<file path="config.mk">
export PLATFORM = sky130hd
export DESIGN_NAME = gaus_window_sequencer
export DESIGN_NICKNAME = d
export VERILOG_FILES = /design/src/rtl/gaus_pkg.sv /design/src/rtl/gaus_pos_counter.sv /design/src/rtl/gaus_window_sequencer.sv
export SDC_FILE = /design/constraint.sdc
export NUM_CORES = 1
export LEC_CHECK = 0
export CORE_MARGIN = 1
export CORE_UTILIZATION = 50
export DETAILED_ROUTE_END_ITERATION = 7
export MAX_ROUTING_LAYER = met4
export PLACE_DENSITY = 0.76
export SYNTH_ARGS = -nofsm -noshare
export SYNTH_HDL_FRONTEND = slang
export SYNTH_SLANG_ARGS = --single-unit
</file>
<file path="constraint.sdc">
create_clock -name clk -period 7.7 [get_ports clk]
set_input_delay 2.31 -clock clk [delete_from_list [all_inputs] [get_ports clk]]
set_output_delay 2.31 -clock clk [all_outputs]
set_load 0.005 [all_outputs]
</file>
<file path="src/rtl/gaus_pkg.sv">
// Shared types and constants for the Gaussian window sequencer and its
// position counter.
package gaus_pkg;

  localparam int PIXW    = 16;
  localparam int WORDW   = 64;
  localparam int WINROWS = 5;

  typedef enum logic [2:0] {
    S_IDLE,
    S_FETCH,
    S_WAIT,
    S_LOAD,
    S_SHIFT,
    S_LPAUSE,
    S_DONE
  } seqStateT;

  function automatic int maxOf3(input int a, input int b, input int c);
    int m;
    m = (a > b) ? a : b;
    return (m > c) ? m : c;
  endfunction

endpackage

</file>
<file path="src/rtl/gaus_pos_counter.sv">
// Word/row position within the frame, with end-of-line and end-of-frame
// flags derived from the current count.
module gaus_pos_counter
  import gaus_pkg::*;
#(
  parameter int IMGW       = 2048,
  parameter int IMGH       = 2048,
  parameter int PIXPERWORD = WORDW / PIXW,
  parameter int CNTW       = 12
) (
  input  logic            clk,
  input  logic            reset_n,
  input  logic            clear,
  input  logic            advance,
  output logic [CNTW-1:0] wordCount,
  output logic [CNTW-1:0] rowCount,
  output logic            endOfLine,
  output logic            endOfFrame
);

  localparam int WORDSPERLINE = IMGW / PIXPERWORD;

  assign endOfLine  = (wordCount == CNTW'(WORDSPERLINE - 1));
  assign endOfFrame = endOfLine && (rowCount == CNTW'(IMGH - 1));

  // NOTE: sequential state uses non-blocking assignments so every register
  // samples the pre-edge values, independent of statement order.
  always_ff @(posedge clk or negedge reset_n) begin
    if (!reset_n) begin
      wordCount <= '0;
      rowCount  <= '0;
    end else if (clear) begin
      wordCount <= '0;
      rowCount  <= '0;
    end else if (advance) begin
      if (endOfLine) begin
        wordCount <= '0;
        rowCount  <= rowCount + 1'b1;
      end else begin
        wordCount <= wordCount + 1'b1;
      end
    end
  end

endmodule

</file>
<file path="src/rtl/gaus_window_sequencer.sv">
// Frame controller for the 5-row window shifter: fetches words, strobes
// load/line-buffer push, shifts pixels out and flags complete windows.
module gaus_window_sequencer
  import gaus_pkg::*;
#(
  parameter int STARTADDRESS = 0,
  parameter int IMGW         = 2048,
  parameter int IMGH         = 2048,
  parameter int PIXPERWORD   = WORDW / PIXW,
  parameter int RDLAT        = 1,
  parameter int PAUSE        = 1,
  parameter int ADDRW        = 22,
  parameter int CNTW         = 12
) (
  input  logic             clk,
  input  logic             reset_n,
  input  logic             start,
  input  logic             abort,
  input  logic             outReady,
  output logic             rdEn,
  output logic [ADDRW-1:0] rdAddr,
  output logic             loadEn,
  output logic             lineBufWe,
  output logic             shiftEn,
  output logic             winValid,
  output logic [CNTW-1:0]  rowCount,
  output logic [CNTW-1:0]  wordCount,
  output logic             busy,
  output logic             frameDone
);

  localparam int TMRW = $clog2(maxOf3(RDLAT, PIXPERWORD, PAUSE) + 1);

  seqStateT        state, nextState;
  logic [TMRW-1:0] timer;
  logic            shiftPhase;
  logic            lastShift, endOfLine, endOfFrame;
  logic            cntAdvance, cntClear;

  assign lastShift  = (timer == TMRW'(PIXPERWORD - 1));
  assign cntAdvance = (state == S_SHIFT) && outReady && lastShift && !endOfFrame && !abort;
  assign cntClear   = abort || (state == S_DONE);

  // shiftEn is a handshake with downstream, so it is qualified by outReady in
  // the same cycle; the registered phase bit carries the state.
  assign shiftEn  = shiftPhase && outReady;
  assign winValid = shiftEn && (rowCount >= CNTW'(WINROWS - 1)) && (wordCount != '0);

  gaus_pos_counter #(
    .IMGW      (IMGW),
    .IMGH      (IMGH),
    .PIXPERWORD(PIXPERWORD),
    .CNTW      (CNTW)
  ) uPosCounter (
    .clk       (clk),
    .reset_n   (reset_n),
    .clear     (cntClear),
    .advance   (cntAdvance),
    .wordCount (wordCount),
    .rowCount  (rowCount),
    .endOfLine (endOfLine),
    .endOfFrame(endOfFrame)
  );

  // NOTE: every variable gets a default before the case so no latch is inferred.
  always_comb begin
    nextState = state;
    unique case (state)
      S_IDLE:   if (start) nextState = S_FETCH;
      S_FETCH:  nextState = S_WAIT;
      S_WAIT:   if (timer == TMRW'(RDLAT - 1)) nextState = S_LOAD;
      S_LOAD:   nextState = S_SHIFT;
      S_SHIFT: begin
        if (outReady && lastShift) begin
          if (endOfFrame)                   nextState = S_DONE;
          else if (endOfLine && PAUSE != 0) nextState = S_LPAUSE;
          else                              nextState = S_FETCH;
        end
      end
      S_LPAUSE: if (timer == TMRW'(PAUSE - 1)) nextState = S_FETCH;
      S_DONE:   nextState = S_IDLE;
      default:  nextState = S_IDLE;
    endcase
    if (abort) nextState = S_IDLE;
  end

  // NOTE: strobes are registered from nextState, so each output is a flop
  // that matches the state it is presented in.
  always_ff @(posedge clk or negedge reset_n) begin
    if (!reset_n) begin
      state      <= S_IDLE;
      timer      <= '0;
      rdAddr     <= ADDRW'(STARTADDRESS);
      rdEn       <= 1'b0;
      loadEn     <= 1'b0;
      lineBufWe  <= 1'b0;
      shiftPhase <= 1'b0;
      busy       <= 1'b0;
      frameDone  <= 1'b0;
    end else begin
      state <= nextState;
      if (nextState != state)
        timer <= '0;
      else if (state == S_WAIT || state == S_LPAUSE || (state == S_SHIFT && outReady))
        timer <= timer + 1'b1;

      if (cntClear)        rdAddr <= ADDRW'(STARTADDRESS);
      else if (cntAdvance) rdAddr <= rdAddr + 1'b1;

      rdEn       <= (nextState == S_FETCH);
      loadEn     <= (nextState == S_LOAD);
      lineBufWe  <= (nextState == S_LOAD);
      shiftPhase <= (nextState == S_SHIFT);
      busy       <= (nextState != S_IDLE);
      frameDone  <= (nextState == S_DONE);
    end
  end

endmodule
</file>
==> results of run 1 <==
[final timing paths]
check	endpoint	slack (ns)	cells past startpoint
max	winValid	1.69	4
min	rdAddr[21]	0.56	2
max reg2reg	uPosCounter.wordCount[11]	4.51	8
min reg2reg	rdAddr[21]	0.56	2
max in group asynchronous	rdAddr[9]	5.09	2
min in group asynchronous	rdAddr[16]	2.12	2
[synthesized netlist by cell type (all sizes together), types with 9 or more instances]
cell     n  area [um2]
or3     13        81.3
clkbuf  14        53.8
nand4   15        93.8
nor2    27         101
dfrtp   57        1430
xnor2   10        87.6
a21oi   22         110
nand2   28         105
and3     9        56.3
or4     11        82.6
nand3   31         155
o21ai   12        60.1
a211oi  11        82.6
inv     12        45.0
mux2i   13         130
[power groups by stage]
stage / Clock [mW] / Combinational [mW] / Sequential (mW)
6_report: 0.319 / 0.0556 / 0.309
4_1_cts: 0.325 / 0.0561 / 0.309
3_5_place_dp: 0 / 0.0560 / 0.315
5_1_grt: 0.341 / 0.0621 / 0.310
3_3_place_gp: 0 / 0.0548 / 0.315
2_1_floorplan: 0 / 0.0368 / 0.312
[logic make-up (layout without fill, tap and decap cells)]
kind of cell / Yosys count / count (layout)
AOI/OAI and AO/OA: 75 / 75
and+or+nand+nor: 167 / 167
xor gates and xnor gates: 14 / 14
DFF: 57 / 57
adders and majority gates: 8 / 8
buffers and inverters: 30 / 91
muxes: 14 / 14
[per-layer routing]
metal | part of all wire [%] | vias up | track usage (%)
li1 | - | 1470 | -
met5 | 0 | - | -
met1 | 45 | 1509 | 31.6
met3 | 4.4 | 16 | 4.08
met4 | 1.6 | 0 | 10.7
met2 | 49 | 97 | 38.7
[flip-flops by register name, summed over array words and instances (netlist names)]
| register | cells |
|---|---|
| shiftPhase | 1 |
| rdEn | 1 |
| busy | 1 |
| uPosCounter.rowCount | 12 |
| frameDone | 1 |
| lineBufWe | 1 |
| state | 3 |
| rdAddr | 22 |
| uPosCounter.wordCount | 12 |
| timer | 3 |
[worst reg2reg max path: stages, from the launching register on]
cell and delay [ns]:
dfrtp_1 0.36, ha_1 0.16, ha_1 0.17, nand2_1 0.07, nor3_1 0.71, o21ai_0 0.47
buf_4 0.31, a2111oi_0 0.53, mux2i_1 0.30
[layout make-up]
class                      count  area [um2]  area share, %
multi-input combinational    278        1770           42.3
sequential                    57        1430           34.2
timing repair buffer          63         611           14.6
clock buffer                  11         151           3.63
tap                           77        96.3           2.31
clock inverter                 5        77.6           1.86
inverter                      12        45.0           1.08
[metrics by stage]
step | area [um2] | hold slack, ns | instances | setup WS [ns] | utilization, %
after CTS | 4170 | 0.563 | 503 | 1.70 | 65.7
after detailed placement | 3940 | 0.554 | 487 | 1.70 | 62.1
after floorplan | 3300 | 0.540 | 365 | 2.80 | -
after global routing | 4170 | 0.590 | 503 | 1.65 | 65.7
final | 4170 | 0.558 | 503 | 1.69 | 65.7
after global placement | 3940 | 0.531 | 487 | 1.72 | 62.1
==> run_results.csv, run 1 <==
group,metric,value,unit
sta,period_minus_slack,6.01,ns
floorplan,die_w,83.2,um
setup_path,cpMaxStageDelayCell,"clkdlybuf4s50_1",
grt,track_usage,24.6,%
final_layout,fillers,507,
floorplan,initial_core_util,51.9,%
final_layout,final_common_cell,"dfrtp_1",
setup_path,crit_chain,"clkdlybuf4s50_1, and2_1, and3_1, clkdlybuf4s50_1",
grt,grt_pass1_vias,2848,
floorplan,dieArea,6920,um2
power_and_ir_drop,pwr-share-comb,8.1,%
drt,firstDrtPassIters,5,
power_and_ir_drop,clockPowerShare,46.7,%
setup_path,path_max_fanout,4,
power_and_ir_drop,switching_share,23.4,%
yosys,synth_seq_cells,57,
yosys,yosys.area_share.simple,27.3,%
sta,worstMarginPinSlew,0.996,ns
floorplan,die_h,83.2,um
setup_path,cp_top_family,"buffers and inverters",
sta,fin_skew,0.00791,ns
grt,grt_first_pass_wirelength,13400,um
setup_path,cp.arrival,3.70,ns
setup_path,path_buf_inv,2,
clock_tree,cts_htree_levels,3,
place,routabilityCongestion,0.868,
clock_tree,cts.repair.resized,0,
drt,wl_per_cell,15.9,um
grt,overflow,0,
power_and_ir_drop,p_leak,1.70,nW
yosys,yosysUniqueCellTypes,48,
sta,min_period_over_period,78.1,%
yosys,syn_area_per_cell,9.04,um2
sta,rsz0062_at_grt,"no",
yosys,synth_flop_cell,"dfrtp_1",
yosys,synth_warnings,0,
yosys,synth_edf_count,0,
final_layout,drive_above_1_share,7.75,%
floorplan,coreArea,6350,um2
yosys,synthAdderAreaFrac,3.03,%
clock_tree,clkLatencyLatePin,0.33,ns
clock_tree,post_cts_buffers,0,
power_and_ir_drop,ir_drop,0.123,mV
grt,grt_max_degree,58,
floorplan,num_io_pins,58,
yosys,synth_mux_area_share,4.29,%
clock_tree,cts_num_sinks,57,
sta,clock.fmax,166,MHz
sta,setup_viol,0,
clock_tree,cts-root-buf,"clkbuf_8",
power_and_ir_drop,p_int,0.524,mW
final_layout,nNetsFinal,434,
status,status,"complete, no violations",
final_layout,antenna_cells,0,
setup_path,slowest_delay,0.52,ns
setup_path,startpoint,"outReady",
place,dp_hpwl,5390,um
power_and_ir_drop,finalPower,0.684,mW
clock_tree,clk_pin_slew,0.07,ns
yosys,synth_nets,378,
drt,routed_via_density,6.15,
yosys,synth_top_family_by_area,"simple AND/OR/NAND/NOR gates",
setup_path,cpMostUsedCell,"clkdlybuf4s50_1",
final_layout,final_cell_mix,"dfrtp_1, clkdlybuf4s50_1, nand3_1",
drt,drt_iter0_markers,210,
hold_path,hp-class,"flop to flop",
clock_tree,tritoncts,"done",
setup_path,critical_path_class,"primary input to output port",
clock_tree,clockBufferDepth,2,
floorplan,rows,29,
power_and_ir_drop,p_switching,0.160,mW
yosys,syn_inst,365,
sta,hold_viol,0,
yosys,synth-compound-area-share,14.8,%
grt,antenna_found_initial,0,
setup_path,endpoint_kind,"output port",
yosys,synthXorXnorAreaFrac,3.72,%
power_and_ir_drop,seqPwrFrac,45.2,%
setup_path,cp_data_required_time,5.39,ns
sta,finalSetupTns,0,ns
yosys,ys_seq_area_share,43.2,%
setup_path,cp-start-kind,"primary input",
yosys,async_flop_share,100,%
clock_tree,cts_buffers,9,
drt,drc_errors,0,
place,io_buffers,57,
yosys,syn_area,3300,um2
drt,antenna_left,0,
sta,maxSlewHeadroom,33.2,%
sta,drv_slew,0,
setup_path,r2r-start,"timer[1]",
power_and_ir_drop,power_density,164,nW/um2
drt,finalWirelength,8020,um
run,max-cap-violations,0,
final_layout,syn_to_final_growth,26.5,%
drt,vias,3092,
clock_tree,cts_hold_buf,0,
hold_path,hold_path.startpoint,"rdAddr[21]",
(Power assumes the default switching activity.)
==> run 2, diff against run 1 <==
--- a/config.mk
+++ b/config.mk
@@ -6,10 +6,10 @@
 export NUM_CORES = 1
 export LEC_CHECK = 0
 export CORE_MARGIN = 1
-export CORE_UTILIZATION = 50
+export CORE_UTILIZATION = 48
 export DETAILED_ROUTE_END_ITERATION = 7
 export MAX_ROUTING_LAYER = met4
-export PLACE_DENSITY = 0.76
+export PLACE_DENSITY = 0.77
 export SYNTH_ARGS = -nofsm -noshare
 export SYNTH_HDL_FRONTEND = slang
 export SYNTH_SLANG_ARGS = --single-unit
==> constraint.sdc (replaced) <==
create_clock -name clk -period 5.1 [get_ports clk]
set_input_delay 1.53 -clock clk [delete_from_list [all_inputs] [get_ports clk]]
set_output_delay 1.53 -clock clk [all_outputs]
set_load 0.005 [all_outputs]
==> run_results.csv, run 2 (synthesized netlist as in run 1, its figures left out) <==
group,metric,value,unit
drt,wl_per_cell,15.9,um
setup_path,cpMostUsedCell,"clkdlybuf4s50_1",
grt,antenna_found_initial,0,
power_and_ir_drop,power_density,226,nW/um2
setup_path,path_max_fanout,4,
setup_path,cp-start-kind,"primary input",
drt,drc_errors,5,
setup_path,crit_chain,"clkdlybuf4s50_1, and2_1, and3_1, clkdlybuf4s50_1",
clock_tree,post_cts_buffers,0,
final_layout,largest_reg_flops,22,
floorplan,coreArea,6490,um2
setup_path,startpoint,"outReady",
final_layout,fillers,513,
drt,antenna_left,0,
grt,grt_pass1_vias,2874,
final_layout,regMostFlops,"rdAddr",
sta,finalSetupTns,0,ns
sta,period_minus_slack,4.40,ns
clock_tree,cts_num_sinks,57,
clock_tree,clockBufferDepth,2,
clock_tree,cts.repair.resized,0,
final_layout,final_cell_mix,"dfrtp_1, clkdlybuf4s50_1, nand3_1",
clock_tree,clk_pin_slew,0.07,ns
place,routabilityCongestion,0.885,
final_layout,ff_latch_area,1430,um2
hold_path,hp-class,"flop to flop",
clock_tree,cts_htree_levels,3,
setup_path,slowest_delay,0.55,ns
floorplan,initial_core_util,50.8,%
setup_path,endpoint_kind,"output port",
place,io_buffers,57,
final_layout,drive_above_1_share,8.60,%
floorplan,die_w,84.9,um
status,status,"finished with violations",
setup_path,critical_path_class,"primary input to output port",
sta,setup_viol,0,
sta,drv_slew,0,
setup_path,cp_data_required_time,3.57,ns
drt,vias,3056,
sta,hold_viol,0,
power_and_ir_drop,p_leak,1.70,nW
grt,grt_max_degree,42,
sta,clock.fmax,227,MHz
power_and_ir_drop,ir_drop,0.187,mV
place,dp_hpwl,5530,um
drt,drt_iter0_markers,238,
grt,grt_first_pass_wirelength,13500,um
final_layout,final_common_cell,"dfrtp_1",
clock_tree,cts-root-buf,"clkbuf_8",
clock_tree,cts_buffers,9,
sta,rsz0062_at_grt,"no",
final_layout,multi_input_area,1770,um2
sta,holdWs,0.556,ns
setup_path,cp.arrival,2.87,ns
sta,min_period_over_period,86.4,%
status,violations,"DRC",
final_layout,nNetsFinal,438,
clock_tree,tritoncts,"done",
drt,finalWirelength,8090,um
grt,track_usage,24.4,%
hold_path,hold_path.startpoint,"rdAddr[21]",
clock_tree,cts_hold_buf,0,
sta,fin_skew,0.00576,ns
final_layout,largestRegisters,"rdAddr x22, uPosCounter.rowCount x12, uPosCounter.wordCount x12",
floorplan,die_h,84.9,um
final_layout,finalNonFillerCells,507,
drt,routed_via_density,6.03,
setup_path,r2r-start,"uPosCounter.wordCount[9]",
setup_path,cpMaxStageDelayCell,"clkdlybuf4s50_1",
floorplan,dieArea,7210,um2
clock_tree,clkLatencyLatePin,0.33,ns
grt,overflow,0,
run,max-cap-violations,0,
place,dp_cells,491,
sta,maxSlewHeadroom,56.1,%
floorplan,num_io_pins,58,
final_layout,antenna_cells,0,
floorplan,rows,29,
sta,worstMarginPinSlew,0.655,ns
drt,firstDrtPassIters,6,
final_layout,syn_to_final_growth,26.0,%
## run 2: final timing paths
check                                     endpoint  depth (start not counted)  slack (ns)
setup / recovery                          winValid                          4        0.70
hold / removal                          rdAddr[21]                          2        0.56
setup reg to reg           uPosCounter.rowCount[9]                          5        2.33
hold reg to reg                         rdAddr[21]                          2        0.56
max in group asynchronous                 timer[0]                          2        3.11
min in group asynchronous  uPosCounter.rowCount[8]                          1        1.15
## run 2: final cells by class
class	instances	area share (%)
Clock inverter	5	0.723
Timing Repair Buffer	67	15.4
Inverter	12	1.08
Tap cell	77	2.32
Sequential cell	57	34.3
Clock buffer	11	3.64
Multi-Input combinational cell	278	42.5
## run 2: routing by layer
layer | routed length (um) | up-vias | track usage, % | share of wire (%)
li1 | - | 1480 | - | -
met1 | 3640 | 1476 | 32.0 | 45
met2 | 3970 | 86 | 38.5 | 49
met3 | 306 | 14 | 3.31 | 3.8
met4 | 172 | 0 | 9.86 | 2.1
met5 | 0 | - | - | 0
## run 2: critical path: cells and delay by family
family,cells,cell delay (ns)
AND/OR/NAND/NOR,2,0.30
buffers and inverters,2,1.04
## run 2: stage by stage
step,worst slack (ns),power (mW),util (%),instance area (um2)
after global placement,0.687,0.557,61.2,3970
after floorplan,1.76,0.526,-,3300
final,0.696,0.937,64.0,4160
after global routing,0.631,0.974,64.0,4160
after detailed placement,0.685,0.560,61.2,3970
after CTS,0.685,0.944,64.0,4160
## run 2: power breakdown
part	internal (mW)	total (mW)	switching, mW
sequential	0.459	0.467	0.00796
clock	0.200	0.386	0.186
combinational	0.0328	0.0842	0.0515
total	0.691	0.937	0.246
==> run 3, diff against run 2 <==
--- a/config.mk
+++ b/config.mk
@@ -7,6 +7,7 @@
 export LEC_CHECK = 0
 export CORE_MARGIN = 1
 export CORE_UTILIZATION = 48
+export CTS_CLUSTER_DIAMETER = 80
 export DETAILED_ROUTE_END_ITERATION = 7
 export MAX_ROUTING_LAYER = met4
 export PLACE_DENSITY = 0.77
==> results of run 3 <==
Final layout, timing and power as in run 2 (identical DEF).
